===== config.mk =====
export PLATFORM = sky130hd
export DESIGN_NAME = spi_reg_bridge_flat
export DESIGN_NICKNAME = d
export VERILOG_FILES = /design/src/rtl/spi_reg_bridge_if.sv /design/src/rtl/spi_reg_bridge.sv /design/src/flat_wrapper.sv
export SDC_FILE = /design/constraint.sdc
export NUM_CORES = 1
export LEC_CHECK = 0
export BUFFER_PORTS_ARGS = -buffer_cell sky130_fd_sc_hd__clkbuf_2
export CAP_MARGIN = 20
export CORE_MARGIN = 4
export CORE_UTILIZATION = 27
export DETAILED_ROUTE_END_ITERATION = 16
export SLEW_MARGIN = 0
export SYNTH_ARGS = -nofsm -noshare
export SYNTH_HDL_FRONTEND = slang
export SYNTH_SLANG_ARGS = --single-unit

===== constraint.sdc =====
create_clock -name i_clk -period 2.3 [get_ports i_clk]
set_input_delay 0.23 -clock i_clk [delete_from_list [all_inputs] [get_ports i_clk]]
set_output_delay 0.23 -clock i_clk [all_outputs]
set_load 0.02 [all_outputs]

===== src/rtl/spi_reg_bridge_if.sv =====
// SPI pad signals and the 3-bit-address register bus shared by the bridge and its peripherals.
// The slave modport is the bridge's view; the master modport is the pads plus downstream register file.
interface spi_reg_bridge_if #(
    parameter int ADDR_W = 3,
    parameter int DATA_W = 8
);
    logic              i_sclk;
    logic              i_cs_n;
    logic              i_mosi;
    logic              o_miso;
    logic              o_wr_n;
    logic [ADDR_W-1:0] o_addr;
    logic [DATA_W-1:0] o_wdata;
    logic [DATA_W-1:0] i_rdata;
    logic              o_busy;

    modport slave (
        input  i_sclk, i_cs_n, i_mosi, i_rdata,
        output o_miso, o_wr_n, o_addr, o_wdata, o_busy
    );

    modport master (
        output i_sclk, i_cs_n, i_mosi, i_rdata,
        input  o_miso, o_wr_n, o_addr, o_wdata, o_busy
    );
endinterface


===== src/rtl/spi_reg_bridge.sv =====
// SPI mode-0 slave turning byte-framed transactions (command byte, then data bytes)
// into single-cycle register writes or MISO read-back, with burst address auto-increment.
module spi_reg_bridge #(
    parameter int ADDR_W    = 3,
    parameter int DATA_W    = 8,
    parameter int BIT_CNT_W = 3
) (
    input logic             i_clk,
    input logic             i_rst,
    spi_reg_bridge_if.slave bus
);
    localparam logic [1:0] ST_IDLE = 2'd0;
    localparam logic [1:0] ST_CMD  = 2'd1;
    localparam logic [1:0] ST_DATA = 2'd2;
    localparam logic [BIT_CNT_W-1:0] LAST_BIT = BIT_CNT_W'(DATA_W - 1);

    logic sclk_meta, sclk_sync, sclk_hist;
    logic cs_meta, cs_sync, cs_hist;
    logic mosi_meta, mosi_sync;

    logic [1:0]           state;
    logic [BIT_CNT_W-1:0] bit_cnt;
    logic [DATA_W-2:0]    shift_reg;
    logic [DATA_W-1:0]    tx_reg;
    logic [DATA_W-1:0]    next_byte;
    logic                 is_write;
    logic                 load_tx;
    logic [1:0]           flush_cnt;
    logic                 armed;
    logic                 sclk_rise, sclk_fall;

    logic              miso_q;
    logic              wr_n_q;
    logic [ADDR_W-1:0] addr_q;
    logic [DATA_W-1:0] wdata_q;
    logic              busy_q;

    assign sclk_rise = sclk_sync & ~sclk_hist;
    assign sclk_fall = ~sclk_sync & sclk_hist;
    assign next_byte = {shift_reg, mosi_sync};

    // After reset the CS chain holds its forced-high value for a few cycles, so a frame may only
    // start once CS has genuinely been seen high (armed); a reset in mid-frame waits for a fresh CS toggle.
    always_ff @(posedge i_clk) begin
        if (i_rst) begin
            sclk_meta <= 1'b0;
            sclk_sync <= 1'b0;
            sclk_hist <= 1'b0;
            cs_meta   <= 1'b1;
            cs_sync   <= 1'b1;
            cs_hist   <= 1'b1;
            mosi_meta <= 1'b0;
            mosi_sync <= 1'b0;
            state     <= ST_IDLE;
            bit_cnt   <= '0;
            shift_reg <= '0;
            tx_reg    <= '0;
            is_write  <= 1'b0;
            load_tx   <= 1'b0;
            flush_cnt <= 2'd0;
            armed     <= 1'b0;
            miso_q    <= 1'b0;
            wr_n_q    <= 1'b1;
            addr_q    <= '0;
            wdata_q   <= '0;
            busy_q    <= 1'b0;
        end else begin
            sclk_meta <= bus.i_sclk;
            sclk_sync <= sclk_meta;
            sclk_hist <= sclk_sync;
            cs_meta   <= bus.i_cs_n;
            cs_sync   <= cs_meta;
            cs_hist   <= cs_sync;
            mosi_meta <= bus.i_mosi;
            mosi_sync <= mosi_meta;

            if (flush_cnt != 2'd3) begin
                flush_cnt <= flush_cnt + 2'd1;
            end
            if (flush_cnt == 2'd3 && cs_sync && cs_hist) begin
                armed <= 1'b1;
            end

            load_tx <= 1'b0;

            // The strobe lasts one cycle; the address steps only once the strobe has been seen.
            if (!wr_n_q) begin
                wr_n_q <= 1'b1;
                addr_q <= addr_q + ADDR_W'(1);
            end

            case (state)
                ST_IDLE: begin
                    bit_cnt <= '0;
                    miso_q  <= 1'b0;
                    busy_q  <= 1'b0;
                    if (armed && !cs_sync) begin
                        state  <= ST_CMD;
                        busy_q <= 1'b1;
                    end
                end

                ST_CMD: begin
                    if (cs_sync) begin
                        state   <= ST_IDLE;
                        busy_q  <= 1'b0;
                        bit_cnt <= '0;
                    end else if (sclk_rise) begin
                        shift_reg <= next_byte[DATA_W-2:0];
                        bit_cnt   <= bit_cnt + BIT_CNT_W'(1);
                        if (bit_cnt == LAST_BIT) begin
                            is_write <= next_byte[DATA_W-1];
                            addr_q   <= next_byte[ADDR_W-1:0];
                            load_tx  <= ~next_byte[DATA_W-1];
                            state    <= ST_DATA;
                        end
                    end
                end

                ST_DATA: begin
                    if (cs_sync) begin
                        state   <= ST_IDLE;
                        busy_q  <= 1'b0;
                        bit_cnt <= '0;
                        miso_q  <= 1'b0;
                    end else if (is_write) begin
                        if (sclk_rise) begin
                            shift_reg <= next_byte[DATA_W-2:0];
                            bit_cnt   <= bit_cnt + BIT_CNT_W'(1);
                            if (bit_cnt == LAST_BIT) begin
                                wdata_q <= next_byte;
                                wr_n_q  <= 1'b0;
                            end
                        end
                    end else begin
                        // Read data arrives one cycle after the address moves; each fall presents the next MSB.
                        if (load_tx) begin
                            tx_reg <= bus.i_rdata;
                        end
                        if (sclk_fall) begin
                            miso_q <= tx_reg[DATA_W-1];
                            tx_reg <= {tx_reg[DATA_W-2:0], 1'b0};
                        end
                        if (sclk_rise) begin
                            bit_cnt <= bit_cnt + BIT_CNT_W'(1);
                            if (bit_cnt == LAST_BIT) begin
                                addr_q  <= addr_q + ADDR_W'(1);
                                load_tx <= 1'b1;
                            end
                        end
                    end
                end

                default: begin
                    state  <= ST_IDLE;
                    busy_q <= 1'b0;
                end
            endcase
        end
    end

    assign bus.o_miso  = miso_q;
    assign bus.o_wr_n  = wr_n_q;
    assign bus.o_addr  = addr_q;
    assign bus.o_wdata = wdata_q;
    assign bus.o_busy  = busy_q;
endmodule


===== src/flat_wrapper.sv =====
// flat-port wrapper written by rule: the top's interface ports become plain ports
module spi_reg_bridge_flat 
#(
    parameter int ADDR_W    = 3,
    parameter int DATA_W    = 8,
    parameter int BIT_CNT_W = 3
)
  (i_clk, i_rst, bus_i_sclk, bus_i_cs_n, bus_i_mosi, bus_i_rdata, bus_o_miso, bus_o_wr_n, bus_o_addr, bus_o_wdata, bus_o_busy);
  spi_reg_bridge_if #(.ADDR_W(ADDR_W), .DATA_W(DATA_W)) bus_i ();
  input logic i_clk;
  input logic i_rst;
  input wire logic [$bits(bus_i.i_sclk)-1:0] bus_i_sclk;
  input wire logic [$bits(bus_i.i_cs_n)-1:0] bus_i_cs_n;
  input wire logic [$bits(bus_i.i_mosi)-1:0] bus_i_mosi;
  input wire logic [$bits(bus_i.i_rdata)-1:0] bus_i_rdata;
  output wire logic [$bits(bus_i.o_miso)-1:0] bus_o_miso;
  output wire logic [$bits(bus_i.o_wr_n)-1:0] bus_o_wr_n;
  output wire logic [$bits(bus_i.o_addr)-1:0] bus_o_addr;
  output wire logic [$bits(bus_i.o_wdata)-1:0] bus_o_wdata;
  output wire logic [$bits(bus_i.o_busy)-1:0] bus_o_busy;
  assign bus_i.i_sclk = bus_i_sclk;
  assign bus_i.i_cs_n = bus_i_cs_n;
  assign bus_i.i_mosi = bus_i_mosi;
  assign bus_i.i_rdata = bus_i_rdata;
  assign bus_o_miso = bus_i.o_miso;
  assign bus_o_wr_n = bus_i.o_wr_n;
  assign bus_o_addr = bus_i.o_addr;
  assign bus_o_wdata = bus_i.o_wdata;
  assign bus_o_busy = bus_i.o_busy;
  spi_reg_bridge #(.ADDR_W(ADDR_W), .DATA_W(DATA_W), .BIT_CNT_W(BIT_CNT_W)) u_core (.i_clk(i_clk), .i_rst(i_rst), .bus(bus_i));
endmodule

==> metrics.cfg, run 1 <==
[critical_path]
crit_start = u_core.state[0]
end_kind = register
crit_type = reg2reg
slowest_delay_ns = 0.45
cp.arrival_ns = 2.11
worst-path-stages = 6
path_buf_inv = 1
crit_fanout = 16
crit_chain = inv_1 -> ha_1 -> nor3b_2 -> a21boi_4 -> nor2_1 -> a211oi_1
critPathRequiredTime_ns = 2.51
worstRegToRegCells = 6
r2r-start = u_core.state[0]
critPathLaunchType = register
crit_slowest_cell = a21boi_4
cpLargestDelayFamily = compound AO/OA/AOI/OAI gates

[place]
dp_hpwl_mm = 2.809
place_inst = 335
port_buffers = 26
dpl_cell_area_um2 = 2337
gp_congestion = 0.7504

[timing]
fin_skew_ns = 0.01378
fmax_mhz = 527.2
tns_ns = 0
hold_slack_ns = 0.1050
report.final.slew_viol_count = 0
rsz0062_at_grt = false
finalCriticalPeriod_ns = 1.897
slew_headroom_pct = 70.10
hold_viol = 0
worst_slew_pin_slew_ns = 0.4474
min_period_over_period_pct = 82.47
setup_viol = 0

[cts]
path_clk_slew_ns = 0.09
cts_hold_buf = 0
cts_setup_buffers = 0
insertion_delay_ns = 0.30
clock-root-buffer = clkbuf_8
cts.repair.resized = 0
cts_buffers = 5
cts_tree = built
clk_path_buf_depth = 2
cts_max_level = 2
cts.sinks = 47

[min_path]
hp-class = in2reg
min_path_cells = 2
hold_start = bus_i_cs_n

[pwr]
power.leakage_nw = 1.052
combPwrFrac_pct = 5.4
p_sw_mw = 0.3368
netSwitchingFraction_pct = 23.84
max-vdd-ir-drop_v = 0.0002857
intPower_mw = 1.076
p_per_area_nw_per_um2 = 582.4
seq_power_share_pct = 59.6
clkPwrFrac_pct = 35.0
fin_total_pwr_mw = 1.413

[layout]
diodes = 0
postLayoutCellArea_um2 = 2426
final_cells = 343
syn_to_final_growth_pct = 12.93
layout-drive-gt1-share_pct = 21.58
nets = 261

[floorplanning]
die_height_um = 97.20
io_pins = 27
die_area_um2 = 9448
initial_core_util_pct = 27.80
die_w_um = 97.20
coreArea_um2 = 7727
num_rows = 32

[route]
drc = 0
avgViaCountPerCell = 4.481
drtPass1Iterations = 4
vias = 1537
drt_iter0_drc = 65
wl_mm = 3.930
antenna_left = 0
wl_per_cell_um = 11.46

[synthesis]
synthFlopType = dfxtp_1
ys_seq_area_share_pct = 43.80
avgSynthCellArea_um2 = 9.946
ys_types = 47
async_flop_share_pct = 0
synth-seq-cells = 47
synth_edf_count = 0
ys.warnings.count = 0
syn_nets = 237
syn_inst = 216
netlist_area_um2 = 2148

[status]
status = finished, final reports clean

[flow_run]
drv_cap = 0

[grt]
grt_pass1_wl_mm = 6.906
groute.usage.overall_pct = 8.751
antenna_found_initial = 0
grt_max_degree = 24
first_global_vias = 1464
grt_overflow = 0

placed cells by master (no fill, tap or decap), types with 6 or more instances in the layout:
cell      count
nor2_1       28
clkbuf_2     26
inv_1         7
mux2i_1      24
a21oi_1       7
ha_1          8
dfxtp_1      47
o21ai_0       7
a211oi_1      6
nand2_1      10
nor2b_1       7
logic make-up (layout without fill, tap and decap cells):
kind of cell | after synthesis | in the layout | synth area share, %
simple gates | 70 | 70 | 17.59
flops | 47 | 47 | 43.80
compound gates | 42 | 42 | 14.56
mux | 25 | 25 | 11.88
buf+inv | 19 | 44 | 5.475
fa+ha+maj | 8 | 8 | 4.659
xor+xnor | 5 | 5 | 2.039
power groups by stage:
stage,combinational (mW),sequential [mW],clock [mW]
global route,0.0886,0.846,0.544
finish,0.0759,0.843,0.494
CTS,0.0780,0.843,0.516
global placement,0.0754,0.861,0
detailed placement,0.0778,0.862,0
floorplan,0.0560,0.858,0
final timing paths:
check / slack [ns] / endpoint
worst min-delay path: 0.10 / u_core.cs_meta
worst max register to register: 0.40 / u_core.tx_reg[1]
worst max-delay path: 0.40 / u_core.tx_reg[1]
worst min register to register: 0.42 / u_core.cs_sync
synth_stat cells (2+ instances only):
| cell | count | share of area [%] |
|---|---|---|
| dfxtp_1 | 47 | 44 |
| nor2_1 | 28 | 4.9 |
| mux2i_1 | 24 | 11 |
| nand2_1 | 10 | 1.7 |
| ha_1 | 8 | 4.7 |
| a21oi_1 | 7 | 1.6 |
| inv_1 | 7 | 1.2 |
| nor2b_1 | 7 | 2.0 |
| o21ai_0 | 7 | 1.6 |
| a211oi_1 | 6 | 2.1 |
| buf_6 | 6 | 3.1 |
| clkbuf_1 | 5 | 0.87 |
| nand2b_1 | 5 | 1.5 |
| nand3_1 | 4 | 0.93 |
| a31oi_1 | 3 | 0.87 |
| xnor2_1 | 3 | 1.2 |
| a211oi_2 | 2 | 1.2 |
| a21o_1 | 2 | 0.70 |
| and3_1 | 2 | 0.58 |
| nor2_2 | 2 | 0.58 |
| o211ai_1 | 2 | 0.70 |
| o31a_1 | 2 | 0.82 |
| or2_2 | 2 | 0.58 |
| xor2_1 | 2 | 0.82 |
cell type report:
type	count	area (µm²)
fillers	817	5301
well taps	102	127.6
clock inverters	3	20.02
inverters	7	26.28
clock buffers	5	68.82
multi-input cells	150	1090
flip-flops and latches	47	940.9
repair buffers	29	152.6
metrics by stage:
stage | worst slack, ns | utilization (%)
final | 0.4032 | 31.40
after CTS | 0.3799 | 31.40
after detailed placement | 0.4085 | 30.25
after global routing | 0.1404 | 31.40
after floorplan | 0.6494 | -
after global placement | 0.4962 | 30.25
layer usage:
| layer | up-vias | track usage, % | part of all wire [%] |
|---|---|---|---|
| met3 | 6 | 2.154 | 3.7 |
| met1 | 701 | 10.98 | 48 |
| met4 | 0 | 3.564 | 1.8 |
| met5 | - | 0 | 0 |
| li1 | 804 | - | - |
| met2 | 26 | 14.33 | 47 |
(Power assumes the default switching activity.)
==> inputs of run 2 (changes only) <==
==> constraint.sdc (replaced) <==
create_clock -name i_clk -period 1.66 [get_ports i_clk]
set_input_delay 0.166 -clock i_clk [delete_from_list [all_inputs] [get_ports i_clk]]
set_output_delay 0.166 -clock i_clk [all_outputs]
set_load 0.02 [all_outputs]
==> run 2 against run 1 <==
Critical path depth grew 1. Core utilization grew 2.9 points. Flip-flop and latch count is the same. Largest cell class unchanged. Combinational power grew 52%. Count of clock-buffer cells in the layout is the same. Maximum frequency grew 16%. Sequential power grew 39%. Cell count grew 5.0%. Worst hold slack lost 0.055 ns.
==> metrics.cfg, run 2 (synthesized netlist as in run 1, its figures left out) <==
[critical_path]
r2r_setup_slack_ns = 0.02  ; was 0.40 ns
cpLargestDelayFamily = simple AND/OR/NAND/NOR gates  ; was compound AO/OA/AOI/OAI gates
crit_fanout = 4  ; was 16
end_kind = register  ; unchanged
crit_slowest_cell = dfxtp_2  ; was a21boi_4
r2r-start = u_core.bit_cnt[1]  ; was u_core.state[0]
cp.arrival_ns = 1.86  ; was 2.11 ns
crit_chain = ha_4 -> ha_4 -> buf_6 -> nand3b_1 -> a21o_1 -> or3_1 -> a31oi_1  ; was inv_1 -> ha_1 -> nor3b_2 -> a21boi_4 -> nor2_1 -> a211oi_1
critPathLaunchType = register  ; unchanged
critPathRequiredTime_ns = 1.89  ; was 2.51 ns
r2r-end = u_core.state[0]  ; was u_core.tx_reg[1]
worstRegToRegCells = 7  ; was 6
path_buf_inv = 1  ; unchanged
crit_type = reg2reg  ; unchanged
slowest_delay_ns = 0.36  ; was 0.45 ns
cpMostUsedCell = ha_4

[cts]
insertion_delay_ns = 0.30  ; about the same
cts_buffers = 5  ; unchanged
cts_max_level = 2  ; unchanged
cts_tree = built  ; unchanged
cts_hold_buf = 0  ; unchanged
path_clk_slew_ns = 0.09  ; about the same
cts.sinks = 47  ; unchanged
clk_path_buf_depth = 2  ; unchanged
clock-root-buffer = clkbuf_8  ; unchanged

[route]
drtPass1Iterations = 4  ; unchanged
wl_per_cell_um = 11.65  ; was 11.46 µm
avgViaCountPerCell = 4.442  ; was 4.481
drc = 0  ; unchanged
antenna_left = 0  ; unchanged
drt_iter0_drc = 64  ; was 65
vias = 1599  ; was 1,537
wl_mm = 4.193  ; was 3.930 mm

[place]
dp_hpwl_mm = 3.056  ; was 2.809 mm
place_inst = 346  ; was 335
gp_congestion = 0.8049  ; was 0.7504
port_buffers = 26  ; unchanged

[pwr]
fin_total_pwr_mw = 1.967  ; was 1.413 mW
p_per_area_nw_per_um2 = 741.5  ; was 582.4 nW/µm²
power.leakage_nw = 1.148  ; was 1.052 nW
max-vdd-ir-drop_v = 0.0004334  ; was 0.0002857 V

[timing]
worst_slew_pin_slew_ns = 0.3802  ; was 0.4474 ns
rsz0062_at_grt = true  ; was false
setup_viol = 0  ; unchanged
fmax_mhz = 611.0  ; was 527.2 MHz
report.final.slew_viol_count = 0  ; unchanged
min_period_over_period_pct = 98.59  ; was 82.47%
finalCriticalPeriod_ns = 1.637  ; was 1.897 ns
hold_viol = 0  ; unchanged
fin_skew_ns = 0.01208  ; was 0.01378 ns
slew_headroom_pct = 74.62  ; was 70.10%

[layout]
utilization_pct = 34.33  ; was 31.40%
layout_commonest_cell = dfxtp_1  ; unchanged
fillerInstances = 781  ; was 817
layout_common_cells = dfxtp_1 (44), nor2_1 (28), clkbuf_2 (26), mux2i_1 (24), buf_4 (16)  ; was dfxtp_1 (47), nor2_1 (28), clkbuf_2 (26), mux2i_1 (24), nand2_1 (10)
final_cells = 360  ; was 343
nets = 278  ; was 261
layout-drive-gt1-share_pct = 31.40  ; was 21.58%
diodes = 0  ; unchanged
syn_to_final_growth_pct = 23.47  ; was 12.93%

[floorplanning]
die_height_um = 97.20  ; unchanged
die_w_um = 97.20  ; unchanged
initial_core_util_pct = 27.80  ; unchanged
num_rows = 32  ; unchanged
io_pins = 27  ; unchanged
coreArea_um2 = 7727  ; unchanged
die_area_um2 = 9448  ; unchanged

[grt]
grt_max_degree = 21  ; was 24
grt_overflow = 0  ; unchanged
groute.usage.overall_pct = 8.884  ; was 8.751%
first_global_vias = 1524  ; was 1,464
grt_pass1_wl_mm = 7.024  ; was 6.906 mm
antenna_found_initial = 0  ; unchanged

[min_path]
min_to = u_core.cs_meta  ; unchanged
hp-class = in2reg  ; unchanged
hold_start = bus_i_cs_n  ; unchanged
min_path_cells = 2  ; unchanged

[flow_run]
drv_cap = 0  ; unchanged

[status]
status = finished, final reports clean  ; unchanged

[run 2: final cells by class]
cell class                 count  area, µm²  share of cell area (%)
multi-input combinational    150       1169                   44.06
sequential                    47      944.7                   35.61
clock buffer                   5      68.82                   2.594
timing repair buffer          46      297.8                   11.23
inverter                       7      26.28                  0.9906
tap                          102      127.6                   4.811
clock inverter                 3      18.77                  0.7075
[run 2: power breakdown]
part           internal, mW  total, mW  switching, mW
registers              1.15       1.17         0.0174
clock network         0.297      0.684          0.387
logic                0.0546      0.115         0.0609
[run 2: repair_timing]
| item | CTS | global route |
|---|---|---|
| resized for setup | 4 | 15 |
| buffers inserted | 0 | 5 |
| cloned | 0 | 1 |
| setup endpoints to repair | 2 | 26 |
| pin swaps | 1 | 7 |
[run 2: worst max-delay path by stage]
stage                                  from                    to  cells after the start
after CTS                 u_core.bit_cnt[0]       u_core.state[0]                      6
after floorplan             u_core.state[0]   u_core.shift_reg[0]                      8
final                     u_core.bit_cnt[1]       u_core.state[0]                      7
after global routing      u_core.bit_cnt[1]       u_core.state[0]                      7
after detailed placement  u_core.bit_cnt[0]  u_core.bus.o_addr[0]                      7
after global placement    u_core.bit_cnt[0]  u_core.bus.o_addr[0]                      7
[run 2: per-stage QoR]
step | hold WS, ns | setup TNS [ns] | worst slack, ns | area, µm²
floorplan | 0.2698 | 0 | 0.009372 | 2148
global placement | 0.3478 | 0 | 0.003258 | 2432
detailed placement | 0.3498 | -0.02485 | -0.02485 | 2432
CTS | 0.03963 | 0 | 0.003469 | 2535
global route | 0.06618 | -0.1301 | -0.07385 | 2653
finish | 0.05008 | 0 | 0.02342 | 2653
[run 2: per-layer routing]
layer / global-route usage [%] / part of all wire, % / vias to the layer above
met2: 14.65 / 48 / 20
met3: 1.723 / 2.3 / 6
li1: - / - / 834
met5: 0 / 0 / -
met1: 11.36 / 48 / 739
met4: 3.564 / 1.3 / 0
[run 2: worst reg2reg max path, stage by stage, from the launching register on]
cell and delay [ns]:
dfxtp_2 0.36, ha_4 0.14, ha_4 0.14, buf_6 0.09
nand3b_1 0.11, a21o_1 0.22, or3_1 0.35, a31oi_1 0.15
